`src/rtl/seq_scan_pkg.sv`:
```
// rtl/seq_scan_pkg.sv - shared states, defaults and helpers for the word scan controller
package seq_scan_pkg;

  typedef enum logic [1:0] {
    IDLE  = 2'd0,
    SHIFT = 2'd1,
    DONE  = 2'd2
  } state_t;

  localparam logic [3:0] PAT_DEF = 4'b0101;
  localparam logic [2:0] LEN_DEF = 3'd3;
  localparam logic       OVL_DEF = 1'b1;
  localparam logic [2:0] LEN_MIN = 3'd2;

  // A pattern length is usable when it fits between the minimum and the window size
  function automatic logic len_legal(input logic [2:0] len, input logic [2:0] len_max);
    return (len >= LEN_MIN) && (len <= len_max);
  endfunction

endpackage

```
`src/rtl/seq_matcher.sv`:
```
// rtl/seq_matcher.sv - bit-serial pattern window with fill tracking and hit decode
module seq_matcher
  import seq_scan_pkg::*;
#(
  parameter int PAT_MAX = 4
) (
  input  logic               clk,
  input  logic               rst,
  input  logic               clr,
  input  logic               bit_vld,
  input  logic               bit_in,
  input  logic [PAT_MAX-1:0] pat,
  input  logic [2:0]         len,
  input  logic               ovl,
  output logic               hit
);

  logic [PAT_MAX-1:0] win_q, win_d, win_shift, mask;
  logic [2:0]         fill_q, fill_d, fill_inc;
  logic               match;

  // Evaluate the window as it will look with the incoming bit, so the hit is counted on the same edge
  always_comb begin
    win_shift = {win_q[PAT_MAX-2:0], bit_in};
    fill_inc  = (fill_q == 3'(PAT_MAX)) ? fill_q : fill_q + 3'd1;
    for (int i = 0; i < PAT_MAX; i++) begin
      mask[i] = (3'(i) < len);
    end
    match  = (fill_inc >= len) && ((win_shift & mask) == (pat & mask));
    hit    = bit_vld && match;
    win_d  = win_q;
    fill_d = fill_q;
    if (bit_vld) begin
      if (hit && !ovl) begin
        win_d  = '0;
        fill_d = '0;
      end else begin
        win_d  = win_shift;
        fill_d = fill_inc;
      end
    end
  end

  // Window state; cleared whenever the controller is between words
  always_ff @(posedge clk) begin
    if (rst || clr) begin
      win_q  <= '0;
      fill_q <= '0;
    end else begin
      win_q  <= win_d;
      fill_q <= fill_d;
    end
  end

endmodule

```
`src/rtl/seq_scan_ctrl.sv`:
```
// rtl/seq_scan_ctrl.sv - word handshake, MSB-first serialisation and hit counting around seq_matcher
module seq_scan_ctrl
  import seq_scan_pkg::*;
#(
  parameter int DW      = 8,
  parameter int CW      = $clog2(DW + 1),
  parameter int PAT_MAX = 4
) (
  input  logic               clk,
  input  logic               rst,
  input  logic               cfg_we,
  input  logic [PAT_MAX-1:0] cfg_pat,
  input  logic [2:0]         cfg_len,
  input  logic               cfg_ovl,
  output logic               cfg_err,
  input  logic               in_valid,
  output logic               in_ready,
  input  logic [DW-1:0]      in_data,
  output logic               out_valid,
  input  logic               out_ready,
  output logic [CW-1:0]      out_count,
  output logic               out_hit,
  output logic               busy
);

  state_t             state_q, state_d;
  logic [DW-1:0]      shreg_q, shreg_d;
  logic [CW-1:0]      bitcnt_q, bitcnt_d;
  logic [CW-1:0]      cnt_q, cnt_d;
  logic               hit_q, hit_d;
  logic [PAT_MAX-1:0] pat_q, pat_d;
  logic [2:0]         len_q, len_d;
  logic               ovl_q, ovl_d;
  logic               err_q, err_d;
  logic               cfg_ok;
  logic               m_hit;

  assign cfg_ok = cfg_we && (state_q == IDLE) && len_legal(cfg_len, 3'(PAT_MAX));

  seq_matcher #(
    .PAT_MAX(PAT_MAX)
  ) u_matcher (
    .clk    (clk),
    .rst    (rst),
    .clr    (state_q == IDLE),
    .bit_vld(state_q == SHIFT),
    .bit_in (shreg_q[DW-1]),
    .pat    (pat_q),
    .len    (len_q),
    .ovl    (ovl_q),
    .hit    (m_hit)
  );

  // Next-state: config writes, word accept, serial shifting with hit counting, result handoff
  always_comb begin
    state_d  = state_q;
    shreg_d  = shreg_q;
    bitcnt_d = bitcnt_q;
    cnt_d    = cnt_q;
    hit_d    = hit_q;
    pat_d    = pat_q;
    len_d    = len_q;
    ovl_d    = ovl_q;
    err_d    = cfg_we && !cfg_ok;
    if (cfg_ok) begin
      pat_d = cfg_pat;
      len_d = cfg_len;
      ovl_d = cfg_ovl;
    end
    case (state_q)
      IDLE: begin
        if (in_valid) begin
          shreg_d  = in_data;
          bitcnt_d = '0;
          cnt_d    = '0;
          hit_d    = 1'b0;
          state_d  = SHIFT;
        end
      end
      SHIFT: begin
        shreg_d  = shreg_q << 1;
        bitcnt_d = bitcnt_q + CW'(1);
        if (m_hit) begin
          cnt_d = cnt_q + CW'(1);
        end
        hit_d = (cnt_d != '0);
        if (bitcnt_q == CW'(DW - 1)) begin
          state_d = DONE;
        end
      end
      DONE: begin
        if (out_ready) begin
          state_d = IDLE;
        end
      end
      default: state_d = IDLE;
    endcase
  end

  // State and datapath registers with configuration defaults on reset
  always_ff @(posedge clk) begin
    if (rst) begin
      state_q  <= IDLE;
      shreg_q  <= '0;
      bitcnt_q <= '0;
      cnt_q    <= '0;
      hit_q    <= 1'b0;
      pat_q    <= PAT_MAX'(PAT_DEF);
      len_q    <= LEN_DEF;
      ovl_q    <= OVL_DEF;
      err_q    <= 1'b0;
    end else begin
      state_q  <= state_d;
      shreg_q  <= shreg_d;
      bitcnt_q <= bitcnt_d;
      cnt_q    <= cnt_d;
      hit_q    <= hit_d;
      pat_q    <= pat_d;
      len_q    <= len_d;
      ovl_q    <= ovl_d;
      err_q    <= err_d;
    end
  end

  assign in_ready  = (state_q == IDLE) && !rst;
  assign busy      = (state_q != IDLE);
  assign out_valid = (state_q == DONE);
  assign out_count = cnt_q;
  assign out_hit   = hit_q;
  assign cfg_err   = err_q;

endmodule

```
`config.mk`:
```
export PLATFORM = sky130hd
export DESIGN_NAME = seq_scan_ctrl
export DESIGN_NICKNAME = d
export VERILOG_FILES = /design/src/rtl/seq_scan_pkg.sv /design/src/rtl/seq_matcher.sv /design/src/rtl/seq_scan_ctrl.sv
export SDC_FILE = /design/constraint.sdc
export NUM_CORES = 1
export LEC_CHECK = 0
export ABC_AREA = 0
export CAP_MARGIN = 5
export CORE_MARGIN = 4
export CORE_UTILIZATION = 52
export DETAILED_ROUTE_END_ITERATION = 16
export PLACE_DENSITY = 0.84
export SLEW_MARGIN = 40
export SYNTH_ARGS = -nofsm -noshare
export SYNTH_HDL_FRONTEND = slang
export SYNTH_SLANG_ARGS = --single-unit
```
`constraint.sdc`:
```
create_clock -name clk -period 3.3 [get_ports clk]
set_clock_uncertainty 0.1 [all_clocks]
set_input_delay 0.33 -clock clk [delete_from_list [all_inputs] [get_ports clk]]
set_output_delay 0.33 -clock clk [all_outputs]
set_load 0.02 [all_outputs]
```
; ---- Word-level counts from Yosys, hierarchy flattened
; Cells that the tools add are included.
; Widths: inputs -> output; s select.
[op_classes]
n_reduce_logical = 18
n_mux = 16
bitwise_logic = 2
magnitude_cmp = 7
n_eq_ne = 8
add_sub_neg = 3
[ops]
columns = cell, n
row1 = $pmux 4 s2, 2
row2 = $pmux 8 s2, 1
row3 = $mux 4, 3
row4 = $mux 3, 3
row5 = $add 4x1->4 const B, 2
row6 = $and 4x4->4, 2
row7 = $logic_and 1x1->1, 8
row8 = $mux 8, 1
row9 = $lt 1x3->1 const A, 2
row10 = $lt 2x3->1 const A, 2
row11 = $mux 2, 3
row12 = $pmux 2 s3, 1
row13 = $eq 4x3->1 const B, 1
row14 = $eq 4x4->1, 1
row15 = $ne 2x2->1 const B, 2
row16 = $reduce_bool 2->1, 2
row17 = $reduce_bool 4->1, 1
row18 = $add 3x1->3 const B, 1
row19 = $eq 3x3->1 const B, 1
row20 = $ge 3x2->1 const B, 1
row21 = $ge 3x3->1, 1
row22 = $le 3x3->1 const B, 1
row23 = $logic_not 1->1, 3
row24 = $reduce_and 3->1, 1
row25 = other kinds (8), 8
[totals]
input_bits = 21
register_bits = 34
word_cells = 65
out_inout_bits = 9

; ---- Longest topological paths before layout
; Gate-level depths: netlist of the first run.
[depth]
ltp_word = 9
mapped_depth = 12
depth_no_buf = 12

; ---- Cells and area by module
; A second synthesis of the first run with hierarchy kept.
[hier_totals]
hier_cells = 210
hier_area_um2 = 1766.7
[by_module_without_submodules]
columns = module, instances, area_each_um2, cells_each, seq_area_each_um2
row1 = seq_scan_ctrl, 1, 1311.3, 155, 560.5
row2 = seq_matcher, 1, 455.4, 55, 120.1

; ---- Worst setup path before layout of the first run
; Ideal clock, no wire load.
[synth_path]
path_kind = register -> register
start = register u_matcher.fill_q[0]
end = register hit_q (netlist: out_hit)
path_slack_ps = 1020
n_path_buf = 0
synth_period_minus_slack_ps = 2280
arrival_ps = 2060
setup_time_ps = 120
t_required_ps = 3080
path_stages_with_launch = 12
cell_sequence = dfxtp_1 -> inv_1 -> ha_1 -> nand2_1 -> xnor2_1 -> inv_1 -> ha_1 -> o21ai_0 -> a21oi_4 -> a211oi_1 -> a31oi_1 -> a211o_1
[synth_via]
elab_chain_len = 9
word_cells_on_any_way = 10
cone_classes = add/sub (1) / order compare (1) / eq/ne (1) / mux (4) / reduce/logical (3)
[synth_lines]
columns = element, line
row1 = start: declaration, seq_matcher.sv:19  ; logic [2:0] fill_q, fill_d, fill_inc;
row2 = start signal: assignment, seq_matcher.sv:51  ; fill_q <= fill_d;
row3 = $add 3x1->3 or $eq 3x3->1 (tied branches), seq_matcher.sv:25  ; fill_inc = (fill_q == 3'(PAT_MAX)) ? fill_q : fill_q + 3'd1;
row4 = $mux 3 (*), seq_matcher.sv:25
row5 = $ge 3x3->1 (*), seq_matcher.sv:29  ; match = (fill_inc >= len) && ((win_shift & mask) == (pat & mask));
row6 = $logic_and 1x1->1 (*), seq_matcher.sv:29
row7 = $logic_and 1x1->1 (*), seq_matcher.sv:30  ; hit = bit_vld && match;
row8 = $mux 4 (*), seq_scan_ctrl.sv:83  ; if (m_hit) begin
row9 = $mux 4 (*), seq_scan_ctrl.sv:70  ; case (state_q)
row10 = $reduce_bool 4->1 (*), seq_scan_ctrl.sv:86  ; hit_d = (cnt_d != '0);
row11 = $pmux 1 s2 (*), seq_scan_ctrl.sv:70
row12 = end signal: assignment, seq_scan_ctrl.sv:117  ; hit_q <= hit_d;
row13 = end: declaration, seq_scan_ctrl.sv:30  ; logic hit_q, hit_d;
; Mark *: on every way between the ends. The rest lies on a longest branch, timed or not. The select of a mux whose other input is x is not followed.
; A chain may end at the register's enable or synchronous reset.

; ---- Worst setup path in the final report of the first run
[layout_path]
start = register u_matcher.fill_q[0]
end = register u_matcher.fill_q[0]
[layout_via]
elab_chain_len = 7
word_cells_on_any_way = 8
cone_classes = add/sub (1) / order compare (1) / eq/ne (1) / mux (2) / reduce/logical (3)
[layout_lines]
columns = element, line
row1 = $add 3x1->3 or $eq 3x3->1 (tied branches), seq_matcher.sv:25
row2 = $mux 3 (*), seq_matcher.sv:25
row3 = $ge 3x3->1, seq_matcher.sv:29
row4 = $logic_and 1x1->1, seq_matcher.sv:29
row5 = $logic_and 1x1->1, seq_matcher.sv:30
row6 = $logic_and 1x1->1, seq_matcher.sv:34  ; if (hit && !ovl) begin
row7 = $mux 3 (*), seq_matcher.sv:34
; Mark *: on every way between the ends. The rest lies on a longest branch, timed or not.

==> impl_metrics.py, run 1 <==
metrics = {
    "run_status": {
        "outcome": "finished clean",
    },
    "global_routing": {
        "grt_overflow_total": 0,
        "antenna_found_initial": 0,
        "grt_max_degree": 35,
        "grtUsageTotal": 0.1978,
        "grt_pass1_vias": 1495,
        "grt_pass1_wl_mm": 6.603,
    },
    "synth": {
        "ys_ff_latch": 34,
        "synth-simple-area-share": 0.2785,
        "ys_seq_area_frac": 0.3945,
        "synthCells": 219,
        "syn_area_um2": 1725,
        "synth.distinct_cells": 40,
        "yosysTopAreaCell": "dfxtp_1",
        "synth.yosys.warnings": 0,
        "synth.most_common_cell": "nor2_1",
        "synth_common_cells": "41 x nor2_1, 34 x dfxtp_1, 22 x a21oi_1",
        "synth_top_flop_cell": "dfxtp_1",
        "synth_xor_xnor_area_share": 0.02538,
        "synth_top_cell_area_share": 0.3945,
        "synth_top_family_by_area": "simple AND/OR/NAND/NOR gates",
        "ys_top_cells_by_area": "dfxtp_1 39%, nor2_1 8.9%, a21oi_1 6.4%, ha_1 5.1%, a22oi_1 3.9%",
        "synthAdderAreaFrac": 0.05076,
        "synth_area_per_cell_um2": 7.879,
        "async_flop_share": 0,
        "synth_edf_count": 0,
        "synth-compound-area-share": 0.1972,
        "syn-num-nets": 247,
        "synthMuxAreaShare": 0.005801,
    },
    "power_and_ir_drop": {
        "power_density_nw_per_um2": 389.9,
        "pwr-share-seq": 0.538,
        "pwr-share-comb": 0.160,
        "power.internal_w": 0.0005944,
        "p_leak_nw": 0.8536,
        "switching_power_w": 0.0002266,
        "ir_drop_mv": 0.1989,
        "p_sw_frac": 0.2760,
        "pwr-share-clk": 0.302,
    },
    "place": {
        "gp_congestion": 0.8898,
        "detailed_place_hpwl_mm": 2.538,
        "portBuffers": 29,
        "postPlaceCellArea_um2": 2042,
    },
    "die": {
        "coreArea_um2": 3103,
        "pin_count": 30,
        "num_rows": 20,
        "design.die.area_um2": 4303,
        "start_util": 0.5560,
        "die_x_um": 65.60,
        "fp.dieH_um": 65.60,
    },
    "routing": {
        "dr.pass1.iters": 4,
        "wl_met3_um": 176,
        "drc_errors": 0,
        "vias": 1546,
        "wl_mm": 3.617,
        "wl_per_cell_um": 12.43,
        "met2WireLength_mm": 1.706,
        "ant_nets": 0,
        "met1Wirelength_mm": 1.667,
        "via_per_inst": 5.313,
        "top_layer": "met4",
        "first_iter_violations": 64,
    },
    "clock_network": {
        "path_clk_slew_ns": 0.11,
        "ctsResizeCount": 0,
        "root_buffer": "clkbuf_4",
        "clock-sinks": 34,
        "cts_tree": "done",
        "insertion_delay_ns": 0.34,
        "clockBufferDepth": 2,
        "htreeDepth": 2,
        "post_cts_buffers": 0,
        "cts_buffers": 5,
        "hold_buffers": 0,
    },
    "final_layout": {
        "layout-drive-gt1-share": 0.07287,
        "insertedDiodeCount": 0,
        "postLayoutCellArea_um2": 2106,
        "nets": 274,
        "finish.utilization": 0.6786,
        "final.fill_count": 286,
        "area_delta_synth_final_pct": 22.04,
    },
    "sta": {
        "tns_ns": 0,
        "worst_slew_pin_slew_ns": 0.6700,
        "relSlewSlack": 0.5527,
        "fin_crit_sh": 0.7648,
        "setup_viol": 0,
        "finalCriticalPeriod_ns": 2.524,
        "rsz0062_at_grt": "false",
        "slew_violations": 0,
        "max_freq_ghz": 0.3962,
        "hold_viol_final": 0,
    },
    "setup_path": {
        "startpoint_type": "flip-flop",
        "max_stage_delay_ns": 0.47,
        "cp-end-kind": "flip-flop",
        "worstPathMaxFanout": 7,
        "crit_arrival_ns": 2.70,
        "worstPathCellList": "inv_1 > ha_1 > nand2_1 > xnor2_1 > inv_1 > ha_1 > o21ai_0 > a21oi_4 > a31oi_1 > a22oi_1 > nor2_1",
        "worst_path_max_delay_cell": "a31oi_1",
        "criticalPathCategory": "flip-flop to flip-flop",
        "path_buf_inv": 2,
        "required_ns": 3.48,
        "critical-path-top-delay-family": "compound AO/OA/AOI/OAI gates",
    },
    "hold_path": {
        "hold_path.class": "flip-flop to flip-flop",
    },
    "flow_run": {
        "max_cap_viol_count": 0,
    },
}
[power by group through the flow]
stage | sequential (W) | combinational [W] | clock [W]
2_1_floorplan | 0.000450 | 0.0000845 | 0
6_report | 0.000442 | 0.000131 | 0.000248
4_1_cts | 0.000441 | 0.000132 | 0.000255
3_3_place_gp | 0.000450 | 0.000129 | 0
5_1_grt | 0.000444 | 0.000149 | 0.000272
3_5_place_dp | 0.000451 | 0.000131 | 0
[cells by family after synthesis]
group / after synthesis
compound gates: 53
xor+xnor: 5
fa+ha+maj: 7
buf+inv: 21
flops: 34
mux: 1
simple gates: 98
[layout by cell type (no fill, tap or decap), types with 4 or more instances in the layout]
cell type and n:
a211oi_1 4, a21oi_1 22, a22oi_1 9, clkbuf_4 5, clkdlybuf4s50_1 29, dfxtp_1 34, ha_1 7, inv_1 9
nand2_1 15, nand3_1 4, nand3b_1 6, nor2_1 41, nor2b_1 8, nor3_1 8, o21ai_0 5, xnor2_1 5
[routing by layer]
| metal | GRT usage | up-vias |
|---|---|---|
| li1 | - | 807 |
| met2 | 0.3161 | 34 |
| met4 | 0.07772 | 0 |
| met5 | 0 | - |
| met3 | 0.06667 | 7 |
| met1 | 0.2437 | 698 |
[state kept, by name (all words and copies together), names as in the netlist]
| signal | cells |
|---|---|
| pat_q | 4 |
| ovl_q | 1 |
| u_matcher.fill_q | 3 |
| state_q | 2 |
| out_hit | 1 |
| out_count | 4 |
| cfg_err | 1 |
| bitcnt_q | 4 |
| u_matcher.win_q | 3 |
| shreg_q | 8 |
| len_q | 3 |
[tightest hold or removal path, stage by stage (launching register included)]
cell      delay (ns)
dfxtp_1         0.31
inv_1           0.06
a211oi_1        0.06
[through the flow]
step	hold slack, ns	setup WS [ns]	power (W)	cells
global route	0.4025	0.4195	0.0008647	291
finish	0.3679	0.7761	0.0008210	291
CTS	0.3733	0.7622	0.0008282	291
floorplan	0.3368	1.020	0.0005341	219
global placement	0.3495	0.8553	0.0005789	283
detailed placement	0.3544	0.7922	0.0005815	283
[path summary, 6_finish.rpt]
check	from	endpoint	cells after the start	slack (ns)
max	u_matcher.fill_q[0]	u_matcher.fill_q[0]	11	0.78
min	shreg_q[6]	shreg_q[6]	2	0.37
max reg2reg	u_matcher.fill_q[0]	u_matcher.fill_q[0]	11	0.78
min reg2reg	shreg_q[6]	shreg_q[6]	2	0.37
[cell type report]
| class | instances | area, um2 | share of cell area |
|---|---|---|---|
| Inverter | 10 | 38.79 | 0.01842 |
| Multi-Input combinational cell | 164 | 962.2 | 0.4569 |
| Timing Repair Buffer | 31 | 305.3 | 0.1450 |
| Clock buffer | 6 | 51.30 | 0.02436 |
| Clock inverter | 2 | 12.51 | 0.005942 |
| Sequential cell | 34 | 680.7 | 0.3232 |
| Tap cell | 44 | 55.05 | 0.02614 |
Note: power is estimated with default switching activity, not from simulation.
==> run 2: changes to the inputs <==
- clock period: 3.3 -> 2.35 ns (I/O delays scaled with it)
==> run 2 against run 1 <==
Via count rose by 5.8%. Maximum frequency rose by 12%. Wire length rose by 12%. Total power rose by 70%. Critical path type unchanged.
==> impl_metrics.py, run 2 (synthesis gave the netlist of run 1 again) <==
metrics = {
    "sta": {
        "max_freq_ghz": 0.4450,
        "worst_slew_pin_slew_ns": 0.4854,
        "slew_violations": 0,
        "relSlewSlack": 0.6759,
        "hold_viol_final": 0,
        "layout_setup_ws_ns": 0.1027,
        "finalCriticalPeriod_ns": 2.247,
        "setup_viol": 0,
        "fin_crit_sh": 0.9563,
    },
    "setup_path": {
        "crit_arrival_ns": 2.38,
        "worstPathMaxFanout": 6,
        "reg2reg_depth": 11,
        "cp-end-kind": "flip-flop",
        "startpoint_type": "flip-flop",
        "criticalPathCategory": "flip-flop to flip-flop",
        "required_ns": 2.49,
    },
    "final_layout": {
        "layout-drive-gt1-share": 0.1705,
        "finish.utilization": 0.7423,
        "nets": 285,
        "area_delta_synth_final_pct": 33.50,
        "top_register": "shreg_q",
        "postLayoutCellArea_um2": 2303,
        "largest_register_ffs": 8,
        "final_cells": 302,
        "final_cell_mix": "39 x nor2_1, 32 x dfxtp_1, 29 x clkdlybuf4s50_1",
        "insertedDiodeCount": 0,
        "final_common_cell": "nor2_1",
    },
    "global_routing": {
        "grtUsageTotal": 0.2017,
        "gr-usage-met1": 0.2563,
        "grt_pass1_vias": 1591,
        "grtUsageMet3": 0.05641,
        "grt-busiest-layer": "met2",
        "use_met2": 0.3300,
        "grt_max_degree": 22,
        "grt_pass1_wl_mm": 6.872,
        "grt_overflow_total": 0,
        "antenna_found_initial": 0,
    },
    "hold_path": {
        "min_path_cells": 3,
        "hold_path.class": "input pin to flip-flop",
    },
    "clock_network": {
        "cts_tree": "done",
        "clock-sinks": 34,
        "cts_buffers": 5,
        "insertion_delay_ns": 0.33,
        "path_clk_slew_ns": 0.11,
        "htreeDepth": 2,
        "clockBufferDepth": 2,
        "root_buffer": "clkbuf_4",
    },
    "die": {
        "fp.dieH_um": 65.60,
        "die_x_um": 65.60,
        "num_rows": 20,
        "pin_count": 30,
        "design.die.area_um2": 4303,
        "start_util": 0.5560,
        "coreArea_um2": 3103,
    },
    "place": {
        "gp_congestion": 0.9038,
        "dp_cells": 290,
        "portBuffers": 29,
        "postPlaceCellArea_um2": 2095,
        "post-place-ws_ns": -0.09325,
        "detailed_place_hpwl_mm": 2.751,
    },
    "power_and_ir_drop": {
        "power_density_nw_per_um2": 606.2,
        "ir_drop_mv": 0.5303,
        "p_leak_nw": 0.9431,
    },
    "routing": {
        "wl_mm": 4.068,
        "wl_per_cell_um": 13.47,
        "dr.pass1.iters": 4,
        "ant_nets": 0,
        "via_per_inst": 5.414,
        "vias": 1635,
        "first_iter_violations": 88,
        "drc_errors": 0,
    },
    "flow_run": {
        "max_cap_viol_count": 0,
    },
    "run_status": {
        "outcome": "finished clean",
    },
}
run 2: worst max-delay path, stage by stage, from the launching register on:
cell and delay [ns]:
dfxtp_2 0.35, inv_2 0.06, ha_4 0.14, nand2_2 0.06, xnor2_2 0.16, inv_1 0.06, ha_1 0.29, o21ai_2 0.07
a21oi_4 0.27, and2_4 0.23, a31oi_1 0.08, a211o_1 0.26
run 2: final timing paths:
kind / slack (ns) / to / startpoint
hold reg to reg: 0.38 / pat_q[3] / pat_q[3]
setup reg to reg: 0.10 / out_hit / u_matcher.fill_q[1]
setup / recovery: 0.10 / out_hit / u_matcher.fill_q[1]
hold / removal: 0.34 / pat_q[1] / cfg_pat[1]
run 2: metal layers:
metal,vias up,part of all wire
met5,-,0
met4,0,0.0093
met3,6,0.049
met2,43,0.48
met1,759,0.46
li1,827,-
run 2: timing repair:
action / CTS / global route
pin swaps: 2 / 7
endpoints found under the setup margin: 8 / 11
setup buffers: 4 / 1
gates resized for setup: 8 / 10
hold buffers: 0 / 0
cloned: 0 / 0
run 2: area by class of cell:
| class | count | area, um2 |
|---|---|---|
| multi-input cells | 164 | 1027 |
| well taps | 44 | 55.05 |
| fillers | 241 | 799.5 |
| inverters | 10 | 38.79 |
| flip-flops and latches | 34 | 683.2 |
| repair buffers | 42 | 387.9 |
| clock buffers | 6 | 51.30 |
| clock inverters | 2 | 60.06 |
run 2: power breakdown:
part,switching [W],internal [W]
sequential,0.0000183,0.000603
clock,0.000203,0.000360
combinational,0.000109,0.000103
total,0.000330,0.00107
run 2: metrics by stage:
step | hold WS (ns) | total power, W | setup TNS, ns
finish | 0.3450 | 0.001396 | 0
global placement | 0.3511 | 0.0008238 | 0
floorplan | 0.2592 | 0.0007501 | 0
CTS | 0.3381 | 0.001394 | 0
global route | 0.3435 | 0.001453 | -0.01613
detailed placement | 0.3600 | 0.0008294 | -0.4919
==> run 3: changes to the inputs <==
--- a/config.mk
+++ b/config.mk
@@ -6,5 +6,4 @@
 export NUM_CORES = 1
 export LEC_CHECK = 0
-export ABC_AREA = 0
 export CAP_MARGIN = 5
 export CORE_MARGIN = 4
==> constraint.sdc (replaced) <==
create_clock -name clk -period 2.35 [get_ports clk]
set_clock_uncertainty 0.1 [all_clocks]
set_input_delay 0.47 -clock clk [delete_from_list [all_inputs] [get_ports clk]]
set_output_delay 0.47 -clock clk [all_outputs]
set_load 0.02 [all_outputs]
==> run 3 against run 2 <==
Clock-buffer cell count down 1. Combinational power down 5%. Sequential power about the same.
==> impl_metrics.py, run 3 (synthesis gave the netlist of run 1 again) <==
metrics = {
    "global_routing": {
        "grtUsageTotal": 0.1935,
        "grt_pass1_vias": 1426,
        "grt_max_degree": 35,
        "grt_pass1_wl_mm": 6.444,
        "grt_overflow_total": 0,
        "antenna_found_initial": 0,
    },
    "die": {
        "num_rows": 20,
        "start_util": 0.5560,
        "design.die.area_um2": 4303,
        "coreArea_um2": 3103,
        "die_x_um": 65.60,
        "fp.dieH_um": 65.60,
        "pin_count": 30,
    },
    "place": {
        "portBuffers": 29,
        "gp_congestion": 0.8433,
        "detailed_place_hpwl_mm": 2.570,
    },
    "clock_network": {
        "cts_buffers": 5,
        "root_buffer": "clkbuf_4",
        "insertion_delay_ns": 0.35,
        "hold_buffers": 0,
        "htreeDepth": 2,
        "clock-sinks": 34,
        "clockBufferDepth": 2,
        "path_clk_slew_ns": 0.11,
        "cts_tree": "done",
    },
    "final_layout": {
        "insertedDiodeCount": 0,
        "multi_input_area_um2": 992.2,
        "top_register": "shreg_q",
        "area_delta_synth_final_pct": 30.31,
        "nets": 283,
        "largest_register_ffs": 8,
        "final_cell_mix": "41 x nor2_1, 32 x dfxtp_1, 29 x clkdlybuf4s50_1",
        "final_common_cell": "nor2_1",
        "layout-drive-gt1-share": 0.1406,
        "final.fill_count": 251,
        "seq_area_um2": 683.2,
    },
    "power_and_ir_drop": {
        "p_leak_nw": 0.9277,
        "power_density_nw_per_um2": 609.8,
        "ir_drop_mv": 0.4941,
    },
    "sta": {
        "setup_viol": 0,
        "slew_violations": 0,
        "finalCriticalPeriod_ns": 2.275,
        "worst_slew_pin_slew_ns": 0.3431,
        "relSlewSlack": 0.7706,
        "tns_ns": 0,
        "max_freq_ghz": 0.4397,
        "fin_crit_sh": 0.9679,
        "hold_viol_final": 0,
        "hold_ws_ns": 0.3814,
        "rsz0062_at_grt": "true",
    },
    "hold_path": {
        "hold_path.class": "flip-flop to flip-flop",
    },
    "setup_path": {
        "worstPathMaxFanout": 6,
        "startpoint_type": "flip-flop",
        "crit_arrival_ns": 2.43,
        "required_ns": 2.50,
        "criticalPathCategory": "flip-flop to flip-flop",
        "cp-end-kind": "flip-flop",
        "r2r_setup_slack_ns": 0.08,
    },
    "routing": {
        "vias": 1600,
        "wl_mm": 3.744,
        "wl_per_cell_um": 12.48,
        "via_per_inst": 5.333,
        "dr.pass1.iters": 4,
        "ant_nets": 0,
        "first_iter_violations": 84,
        "drc_errors": 0,
    },
    "run_status": {
        "outcome": "finished clean",
    },
    "flow_run": {
        "max_cap_viol_count": 0,
    },
}
==> run 3: repair_timing <==
item	in CTS	in global routing
hold endpoints to repair	0	0
resized for setup	2	8
setup endpoints to repair	7	10
pin swaps	0	3
cloned	0	0
buffers inserted	0	3
==> run 3: area by class of cell <==
class	count	share of cell area
clock inverters	3	0.03061
repair buffers	40	0.1658
clock buffers	5	0.01669
multi-input cells	164	0.4413
flip-flops and latches	34	0.3038
inverters	10	0.01725
well taps	44	0.02449
==> run 3: final timing paths <==
check                                          from  cells after the start        to
worst max-delay path            u_matcher.fill_q[0]                     11   out_hit
worst min register to register             pat_q[3]                      2  pat_q[3]
worst max register to register  u_matcher.fill_q[0]                     11   out_hit
worst min-delay path                       pat_q[3]                      2  pat_q[3]
==> run 3: metrics by stage <==
step | total power, W | util | instance area (um2) | setup slack [ns] | instances
floorplan | 0.0007501 | - | 1725 | 0.07025 | 219
global placement | 0.0008193 | 0.6726 | 2087 | -0.04577 | 289
detailed placement | 0.0008238 | 0.6726 | 2087 | -0.1275 | 289
CTS | 0.001373 | 0.7089 | 2200 | 0.03962 | 297
global route | 0.001427 | 0.7246 | 2248 | -0.04079 | 300
finish | 0.001371 | 0.7246 | 2248 | 0.07547 | 300
==> run 3: report_power, final <==
part | switching (W) | internal [W]
sequential | 0.0000172 | 0.000603
clock | 0.000217 | 0.000333
combinational | 0.000103 | 0.0000982
total | 0.000337 | 0.00103
==> run 3: critical path, stage by stage, from the launching register on <==
cell	delay, ns
dfxtp_2	0.34
buf_4	0.13
ha_1	0.19
nand2_1	0.07
nor2_1	0.04
nor2_1	0.17
ha_1	0.22
nor2_1	0.09
a21oi_4	0.24
and2_4	0.21
a31oi_1	0.08
a211o_1	0.30
==> run 3: metal layers <==
layer  vias to the layer above  routed length, um  global-route usage
li1                        826                  -                   -
met1                       720               1722              0.2463
met2                        45               1746              0.3009
met4                         0                 67             0.08808
met5                         -                  0                   0
met3                         9                207             0.05641
